File: config.mk
export PLATFORM = sky130hd
export DESIGN_NAME = keccak_squeeze
export DESIGN_NICKNAME = d
export VERILOG_FILES = /design/src/rtl/keccak_squeeze.sv
export SDC_FILE = /design/constraint.sdc
export NUM_CORES = 2
export LEC_CHECK = 0
export CORE_AREA = 10 10 659 661
export DETAILED_ROUTE_END_ITERATION = 16
export DIE_AREA = 0 0 669 671
export PLACE_DENSITY_LB_ADDON = 0.2
export SYNTH_ARGS = -nofsm -noshare
export SYNTH_HDL_FRONTEND = slang
export SYNTH_SLANG_ARGS = --single-unit
export TNS_END_PERCENT = 20
File: constraint.sdc
create_clock -name clk -period 2.9 [get_ports clk]
set_clock_uncertainty 0.05 [all_clocks]
set_input_delay 0.435 -clock clk [delete_from_list [all_inputs] [get_ports clk]]
set_output_delay 0.435 -clock clk [all_outputs]
set_load 0.01 [all_outputs]
File: src/rtl/keccak_squeeze.sv
`timescale 1ns/1ps
// ============================================================================
// keccak_squeeze
// ----------------------------------------------------------------------------
// Purpose:
//    Reader end of the Keccak-f[1600] datapath. This block captures a permuted
//    1600-bit state and streams its rate lanes out as 64-bit words on a
//    valid/ready interface. When a block's rate lanes are used up and more
//    words are still owed, it requests another permutation.
//    Rate is 21 lanes for SHAKE128 (mode=0) and 17 lanes for SHAKE256 (mode=1).
//
// Ports:
//    clk        in   1      rising-edge clock
//    rst        in   1      asynchronous, active-low reset
//    start      in   1      pulse: begin squeeze, samples mode and len_words
//    mode       in   1      0 = SHAKE128, 1 = SHAKE256
//    len_words  in   LEN_W  number of 64-bit words to emit
//    perm_req   out  1      pulse: run one permutation
//    perm_done  in   1      pulse: state_in holds a freshly permuted state
//    state_in   in   1600   permuted state, lane i at bits [64*i +: 64]
//    out_data   out  LANE_W squeezed lane
//    out_valid  out  1      out_data valid
//    out_ready  in   1      consumer accepts the word
//    out_last   out  1      marks the final word of the request
//    busy       out  1      high outside IDLE
//    done       out  1      pulse after the last word is accepted
//
// Configuration macro:
//    KECCAK_SQZ_PREFETCH_EN - adds a pending state buffer so the next
//    permutation runs while the current block is emitted, removing the
//    bubble at block boundaries.
// ============================================================================
module keccak_squeeze #(
   parameter int LANE_W = 64,
   parameter int LEN_W  = 16
) (
   input  logic              clk,
   input  logic              rst,
   input  logic              start,
   input  logic              mode,
   input  logic [LEN_W-1:0]  len_words,
   output logic              perm_req,
   input  logic              perm_done,
   input  logic [1599:0]     state_in,
   output logic [LANE_W-1:0] out_data,
   output logic              out_valid,
   input  logic              out_ready,
   output logic              out_last,
   output logic              busy,
   output logic              done
);

   typedef enum logic [1:0] {IDLE, WAIT_PERM, EMIT, FIN} state_t;

   localparam logic [4:0] RATE_128 = 5'd21;
   localparam logic [4:0] RATE_256 = 5'd17;

   state_t              state, state_n;
   logic [4:0]          rate, rate_n;
   logic [4:0]          idx, idx_n, idx_inc;
   logic [LEN_W-1:0]    rem, rem_n, rem_dec;
   logic                perm_req_n;
   logic [LANE_W-1:0]   data_n;
   logic                last_n;
   logic                load_buf;
   logic [1599:0]       state_buf;

`ifdef KECCAK_SQZ_PREFETCH_EN
   logic [1599:0]       pend_buf;
   logic                pend_valid, pend_valid_n;
   logic                pend_load;
   logic                buf_from_pend;
   logic                outstanding, outstanding_n;
`endif

   function automatic logic [LANE_W-1:0] lane_sel(input logic [1599:0] s, input logic [4:0] i);
      return s[int'(i)*LANE_W +: LANE_W];
   endfunction

   assign out_valid = (state == EMIT);
   assign busy      = (state != IDLE);
   assign done      = (state == FIN);

   // State register.
   always_ff @(posedge clk or negedge rst) begin
      if (!rst) state <= IDLE;
      else      state <= state_n;
   end

   // Next-state logic plus the next values of every registered output and
   // counter. out_data/out_last are precomputed here so they sit in flops and
   // hold steady while the consumer stalls.
   always_comb begin
      state_n    = state;
      rate_n     = rate;
      rem_n      = rem;
      idx_n      = idx;
      perm_req_n = 1'b0;
      data_n     = out_data;
      last_n     = out_last;
      load_buf   = 1'b0;
      idx_inc    = idx + 5'd1;
      rem_dec    = rem - LEN_W'(1);
`ifdef KECCAK_SQZ_PREFETCH_EN
      pend_valid_n  = pend_valid;
      pend_load     = 1'b0;
      buf_from_pend = 1'b0;
      outstanding_n = outstanding;
`endif
      case (state)
         IDLE: begin
            if (start) begin
               rate_n = mode ? RATE_256 : RATE_128;
               rem_n  = len_words;
               if (len_words == '0) begin
                  state_n = FIN;
               end else begin
                  state_n    = WAIT_PERM;
                  perm_req_n = 1'b1;
               end
            end
         end
         WAIT_PERM: begin
            if (perm_done) begin
               load_buf = 1'b1;
               idx_n    = 5'd0;
               data_n   = lane_sel(state_in, 5'd0);
               last_n   = (rem == LEN_W'(1));
               state_n  = EMIT;
`ifdef KECCAK_SQZ_PREFETCH_EN
               outstanding_n = 1'b0;
               if (rem > LEN_W'(rate)) perm_req_n = 1'b1;
`endif
            end
         end
         EMIT: begin
`ifdef KECCAK_SQZ_PREFETCH_EN
            // A prefetched state landing mid-block is parked in pend_buf.
            if (perm_done && outstanding) begin
               pend_load     = 1'b1;
               pend_valid_n  = 1'b1;
               outstanding_n = 1'b0;
            end
`endif
            if (out_ready) begin
               rem_n = rem_dec;
               idx_n = idx_inc;
               if (rem_dec == '0) begin
                  state_n = FIN;
                  data_n  = '0;
                  last_n  = 1'b0;
               end else if (idx_inc == rate) begin
`ifdef KECCAK_SQZ_PREFETCH_EN
                  // Block boundary: switch straight to the prefetched state if
                  // it is here (parked or arriving this cycle), else wait.
                  if (pend_valid || (perm_done && outstanding)) begin
                     load_buf      = 1'b1;
                     buf_from_pend = pend_valid;
                     pend_load     = 1'b0;
                     pend_valid_n  = 1'b0;
                     idx_n         = 5'd0;
                     data_n        = pend_valid ? lane_sel(pend_buf, 5'd0)
                                                : lane_sel(state_in, 5'd0);
                     last_n        = (rem_dec == LEN_W'(1));
                     if (rem_dec > LEN_W'(rate)) perm_req_n = 1'b1;
                  end else begin
                     state_n = WAIT_PERM;
                     data_n  = '0;
                     last_n  = 1'b0;
                  end
`else
                  perm_req_n = 1'b1;
                  state_n    = WAIT_PERM;
                  data_n     = '0;
                  last_n     = 1'b0;
`endif
               end else begin
                  data_n = lane_sel(state_buf, idx_inc);
                  last_n = (rem_dec == LEN_W'(1));
               end
            end
         end
         FIN: begin
            state_n = IDLE;
         end
         default: begin
            state_n = IDLE;
         end
      endcase
`ifdef KECCAK_SQZ_PREFETCH_EN
      if (perm_req_n) outstanding_n = 1'b1;
`endif
   end

   // Datapath registers: counters, registered outputs and the capture buffer.
   always_ff @(posedge clk or negedge rst) begin
      if (!rst) begin
         rate      <= 5'd0;
         rem       <= '0;
         idx       <= 5'd0;
         perm_req  <= 1'b0;
         out_data  <= '0;
         out_last  <= 1'b0;
         state_buf <= '0;
      end else begin
         rate     <= rate_n;
         rem      <= rem_n;
         idx      <= idx_n;
         perm_req <= perm_req_n;
         out_data <= data_n;
         out_last <= last_n;
`ifdef KECCAK_SQZ_PREFETCH_EN
         if (load_buf) state_buf <= buf_from_pend ? pend_buf : state_in;
`else
         if (load_buf) state_buf <= state_in;
`endif
      end
   end

`ifdef KECCAK_SQZ_PREFETCH_EN
   // Pending buffer and request tracking for the prefetch path.
   always_ff @(posedge clk or negedge rst) begin
      if (!rst) begin
         pend_buf    <= '0;
         pend_valid  <= 1'b0;
         outstanding <= 1'b0;
      end else begin
         if (pend_load) pend_buf <= state_in;
         pend_valid  <= pend_valid_n;
         outstanding <= outstanding_n;
      end
   end
`endif

endmodule
# After elaboration in Yosys (flattened, before gate mapping)
# Cells that the tools add are included.
[word_totals] wordCells=63 out_inout_bits=69 register_bits=1694 input_bits=1622
[classes] n_mux=32 addsub=2 shift=1 eq_ne=10 reduce_logical=10
[op_table] op="1600-bit by 12-bit variable part select with 64-bit output" n=1
[op_table] op="64-bit two-way mux" n=4
[op_table] op="64-bit case mux with 2 select lines" n=1
[op_table] op="16-bit by 1-bit equality test with 1-bit output (second input constant)" n=2
[op_table] op="16-bit zero test" n=2
[op_table] op="16-bit two-way mux" n=2
[op_table] op="16-bit case mux with 2 select lines" n=1
[op_table] op="16-bit by 1-bit subtractor with 16-bit output (second input constant)" n=1
[op_table] op="2-bit two-way mux" n=6
[op_table] op="1-bit two-way mux" n=11
[op_table] op="5-bit two-way mux" n=2
[op_table] op="5-bit case mux with 2 select lines" n=1
[op_table] op="2-bit case mux with 4 select lines" n=1
[op_table] op="3-bit AND reduction" n=2
[op_table] op="2-bit nonzero test" n=3
[op_table] op="5-bit by 1-bit adder with 5-bit output (second input constant)" n=1
[op_table] op="5-bit equality test" n=1
[op_table] op="2-bit equality test (second input constant)" n=2
[op_table] op="2-bit != test (second input constant)" n=2
[op_table] op="1-bit case mux with 2 select lines" n=2
[op_table] op="4-bit AND reduction" n=1
[op_table] op="3-bit two-way mux" n=1
[op_table] op="3-bit by 1-bit != test with 1-bit output (second input constant)" n=1
[op_table] op="2-bit by 1-bit equality test with 1-bit output (second input constant)" n=1
[op_table] op="other kinds (3)" n=3

# Longest topological paths before layout
[logic_depth] ltp_word=6 ltp_mapped=11 depth_no_buf=8

# Least setup slack after synthesis
# OpenSTA, ideal clock, no wires.
[synth_timing] path_type="flip-flop to flip-flop" startpoint="reg idx[1]" endpoint="reg out_data[50]" n_path_buf=3 arrival_time_ps=2244 synth_period_minus_slack_ps=2414 setup_ps=120 path_stages_with_launch=9 required_time_ps=2730 path_slack_ps=486 path_cell_list="dfrtp_1 > ha_1 > buf_2 > clkbuf_1 > clkbuf_1 > mux4_2 > nand2_1 > a31oi_1 > a31o_1"
[synth_between] elab_chain_len=6 elab_cells_between_ends=7 cone_classes="add/sub (1); eq/ne (1); shift (1); mux (4)"
[synth_lines] item="start, declared" line_no="60" source="logic [4:0] idx, idx_n, idx_inc;"
[synth_lines] item="start signal, assigned" line_no="208" source="idx <= idx_n;"
[synth_lines] item="5-bit by 1-bit adder with 5-bit output *" line_no="102" source="idx_inc = idx + 5'd1;"
[synth_lines] item="1600-bit by 12-bit variable part select with 64-bit output or 5-bit equality test (tied branches)" line_no="77, 152"
[synth_lines] item="64-bit two-way mux *" line_no="152" source="end else if (idx_inc == rate) begin"
[synth_lines] item="64-bit two-way mux *" line_no="148" source="if (rem_dec == '0) begin"
[synth_lines] item="64-bit two-way mux *" line_no="145" source="if (out_ready) begin"
[synth_lines] item="64-bit case mux with 2 select lines *" line_no="110" source="case (state)"
[synth_lines] item="end signal, assigned" line_no="210" source="out_data <= data_n;"
[synth_lines] item="end, declared" line_no="45" source="output logic [LANE_W-1:0] out_data,"
# Every way passes the cells marked *; elsewhere a longest branch is shown, timed or not. The select of a mux whose other input is x is not followed.
# A chain may end at the register's enable or synchronous reset.

# Worst setup path in the final report
[layout_timing] startpoint="reg idx[0]" endpoint="reg out_data[53]"
# The elaborated chain is that of the path after synthesis.

==> impl_metrics.yaml <==
finish:
  finalNonFillerCells: 17100
  final_area_mm2: 0.121
  num-fill-cells: 44800
  drive_gt1_share_pct: 10.6
  nNetsFinal: 12900
  syn_to_final_growth_pct: 58.0
critical_path:
  crit-reg2reg-launch: "idx[0]"
  crit_path_cell_trace: "ha_4 -> xor2_4 -> buf_12 -> buf_4 -> mux4_2 -> a22oi_1 -> nand3_1 -> a31o_1"
  cp_num_buf_inv: 2
  cpPeakStageDelay_ns: 0.49
  crit_type: "register to register"
  slowest_stage: "dfrtp_4"
  cp-start-kind: "register"
  cp_max_fo: 13
  worstPathRequired_ns: 3.66
  path_delay_family: "compound AO/OA/AOI/OAI gates"
  crit_path_end_kind: "register"
  crit_arrival_ns: 3.78
  crit_start: "idx[0]"
synthesis:
  synth-seq-cells: 1691
  synthArstFlopShare_pct: 100
  synthAdderAreaFrac_pct: 0.0652
  synth_edf_count: 0
  synth_area_mm2: 0.0767
  syn_nets: 10100
  avgSynthCellArea_um2: 9.10
  synthXorXnorAreaFrac_pct: 0.0897
  muxShareOfSynthArea_pct: 11.4
  synth_top_area_cell: "dfrtp_1"
  yosysMostFrequentCell: "nand2_1"
  synth_top_family_by_area: "simple AND/OR/NAND/NOR gates"
  synthFlopType: "dfrtp_1"
  synth_warnings: 0
  synth-compound-area-share_pct: 3.35
  synth_top_area_share_pct: 55.2
  yosys.area_share.simple_pct: 26.8
  synth_area_leaders: "dfrtp_1 (55%), nand2_1 (25%), mux4_2 (11%)"
  syn_inst: 8434
  yosys-top-cells-count: "nand2_1 (5,192), dfrtp_1 (1,691), mux4_2 (384)"
  synth_cell_types: 59
  yosysSeqAreaShare_pct: 55.2
detailed_routing:
  post_drt_via_cell_ratio: 4.26
  totalWireLength_um: 471000
  drc: 0
  routedWlPerCell_um: 27.5
  ant_nets: 0
  firstDrtPassIters: 6
  drt_iter0_drc: 5636
  vias: 72800
clock_network:
  insertion_delay_ns: 0.91
  cts_tree: "yes"
  clk_pin_slew_ns: 0.06
  clock-root-buffer: "clkbuf_16"
  clock_sinks: 1691
  cts_buffer_depth: 4
  numCtsBuffers: 213
  h-tree-depth: 4
hold_path:
  min_path_type: "input port to register"
  hp-start: "state_in[988]"
timing:
  fin_hold_ws_ns: 0.0732
  worst_pin_slew_ns: 0.855
  setup_viol: 23
  timing.final.hold_violations: 0
  grt_setup_unrepaired: "yes"
  setup_ws_ns: -0.116
  timing.fmax_mhz: 332
  relSlewSlack_pct: 43.0
  post-route-period-util_pct: 104
  slew_violations: 0
  finalCriticalPeriod_ns: 3.02
outcome:
  violations: "setup timing"
  status: "finished, violations left"
power:
  swShare_pct: 40.6
  switching_power_uw: 49700
  power_frac_seq_pct: 35.0
  ir_drop_v: 0.000492
  p_leak_uw: 0.0560
  p_clk_share_pct: 23.0
  power.density_mw_per_mm2: 1010
  combPwrFrac_pct: 42.1
  p_int_uw: 72800
grt:
  overflow: 0
  grt_max_degree: 153
  grt_pass1_vias: 76200
  grt_pass1_wl_um: 642000
  track_usage_pct: 20.2
  grt_antenna_before_repair: 185
floorplan:
  coreArea_mm2: 0.422
  ioPinCount: 1691
  die-area_mm2: 0.449
  start_util_pct: 18.2
  rows: 239
  fp.dieW_um: 669
  die_h_um: 671
placement:
  hpwl_um: 379000
  gp_congestion: 0.872
  postPlaceCellArea_mm2: 0.103
  dp_cells: 15500
  io_buffers: 1690
job:
  maxCapViolCount: 0
-- final cells by class --
cell class              instances  area (um^2)  share of cell area, %
well taps                    5543         6940                   5.72
inverters                       9         33.8                 0.0279
multi-input cells            6188        32300                   26.7
diodes                        109          273                  0.225
flip-flops and latches       1691        42300                   34.9
repair buffers               3166        32100                   26.5
clock buffers                 303         6110                   5.04
clock inverters                77         1100                  0.909
-- routing by layer --
layer / GRT usage, % / vias to the layer above / part of all wire (%)
met4: 7.33 / 52 / 4.2
li1: - / 32900 / -
met5: 0 / - / 0.076
met3: 3.49 / 678 / 5.3
met1: 26.7 / 36800 / 44
met2: 33.2 / 2315 / 47
-- timing repair --
action                                  4_1_cts  5_1_grt
pin swaps                                    14       15
endpoints found under the setup margin       58       55
gates resized for setup                      47       34
cloned                                        1        1
hold buffers                               1051        0
hold endpoints to repair                   1882        0
setup buffers                                 3       13
-- sequential cells by signal, summed over array words and instances (netlist names) --
name	cells
state_buf	1600
out_data	64
rem	16
idx	5
rate	2
state	2
out_last	1
perm_req	1
-- stage by stage --
stage / util, % / worst slack (ns) / power [uW] / setup TNS, ns
2_1_floorplan: - / 0.486 / 66100 / 0
3_3_place_gp: 24.3 / -0.379 / 92900 / -4.81
3_5_place_dp: 24.3 / -0.385 / 93000 / -5.98
4_1_cts: 28.6 / -0.152 / 124000 / -1.22
5_1_grt: 28.7 / -0.0908 / 130000 / -2.34
6_report: 28.7 / -0.116 / 123000 / -0.811
-- cells in the final DEF, fill, tap and decap left out, types with 10 or more instances in the layout --
| master | count |
|---|---|
| o21ai_0 | 85 |
| buf_4 | 301 |
| mux4_2 | 384 |
| a22oi_2 | 25 |
| clkbuf_8 | 40 |
| nand3_1 | 110 |
| buf_6 | 16 |
| a31oi_1 | 60 |
| clkdlybuf4s50_1 | 1686 |
| buf_12 | 101 |
| a31o_1 | 60 |
| bufinv_16 | 20 |
| clkinv_2 | 28 |
| a21oi_1 | 82 |
| a22oi_1 | 41 |
| clkbuf_1 | 48 |
| dfrtp_1 | 1688 |
| clkbuf_16 | 216 |
| nor2_1 | 26 |
| dlygate4sd3_1 | 1051 |
| diode_2 | 109 |
| nand3_2 | 10 |
| nand2_1 | 5191 |
-- worst paths after layout --
check,endpoint,cells after the start,slack [ns]
worst max-delay path,out_data[53],8,-0.12
worst min-delay path,state_buf[988],3,0.07
worst max register to register,out_data[53],8,-0.12
worst min register to register,state_buf[1315],2,0.42
max in group asynchronous,state[1],3,1.50
min in group asynchronous,state_buf[979],2,0.14
-- cells by family (layout without fill, tap and decap cells) --
kind of cell / Yosys count / after routing
muxes: 394 / 394
xor gates and xnor gates: 7 / 7
other: 0 / 109
DFF: 1691 / 1691
buffers and inverters: 555 / 3555
AOI/OAI and AO/OA: 392 / 392
and+or+nand+nor: 5391 / 5391
adders and majority gates: 4 / 4
-- worst register-to-register path: cells and delay by family, from the launching register on --
kind,cells,cell delay (ns)
adder cells (fa/ha/maj),1,0.19
AO/OA/AOI/OAI,2,0.72
AND/OR/NAND/NOR,1,0.35
buffers and inverters,2,0.50
multiplexers,1,0.40
flip-flops,1,0.49
XOR/XNOR,1,0.20
-- power groups by stage --
stage	registers (uW)	clock network, uW	logic [uW]
after floorplan	38800	0	27300
after global placement	43100	0	49700
after detailed placement	42900	0	50100
after CTS	42700	29000	52100
after global routing	43800	29800	56300
final	42800	28200	51500
(Power assumes the default switching activity.)
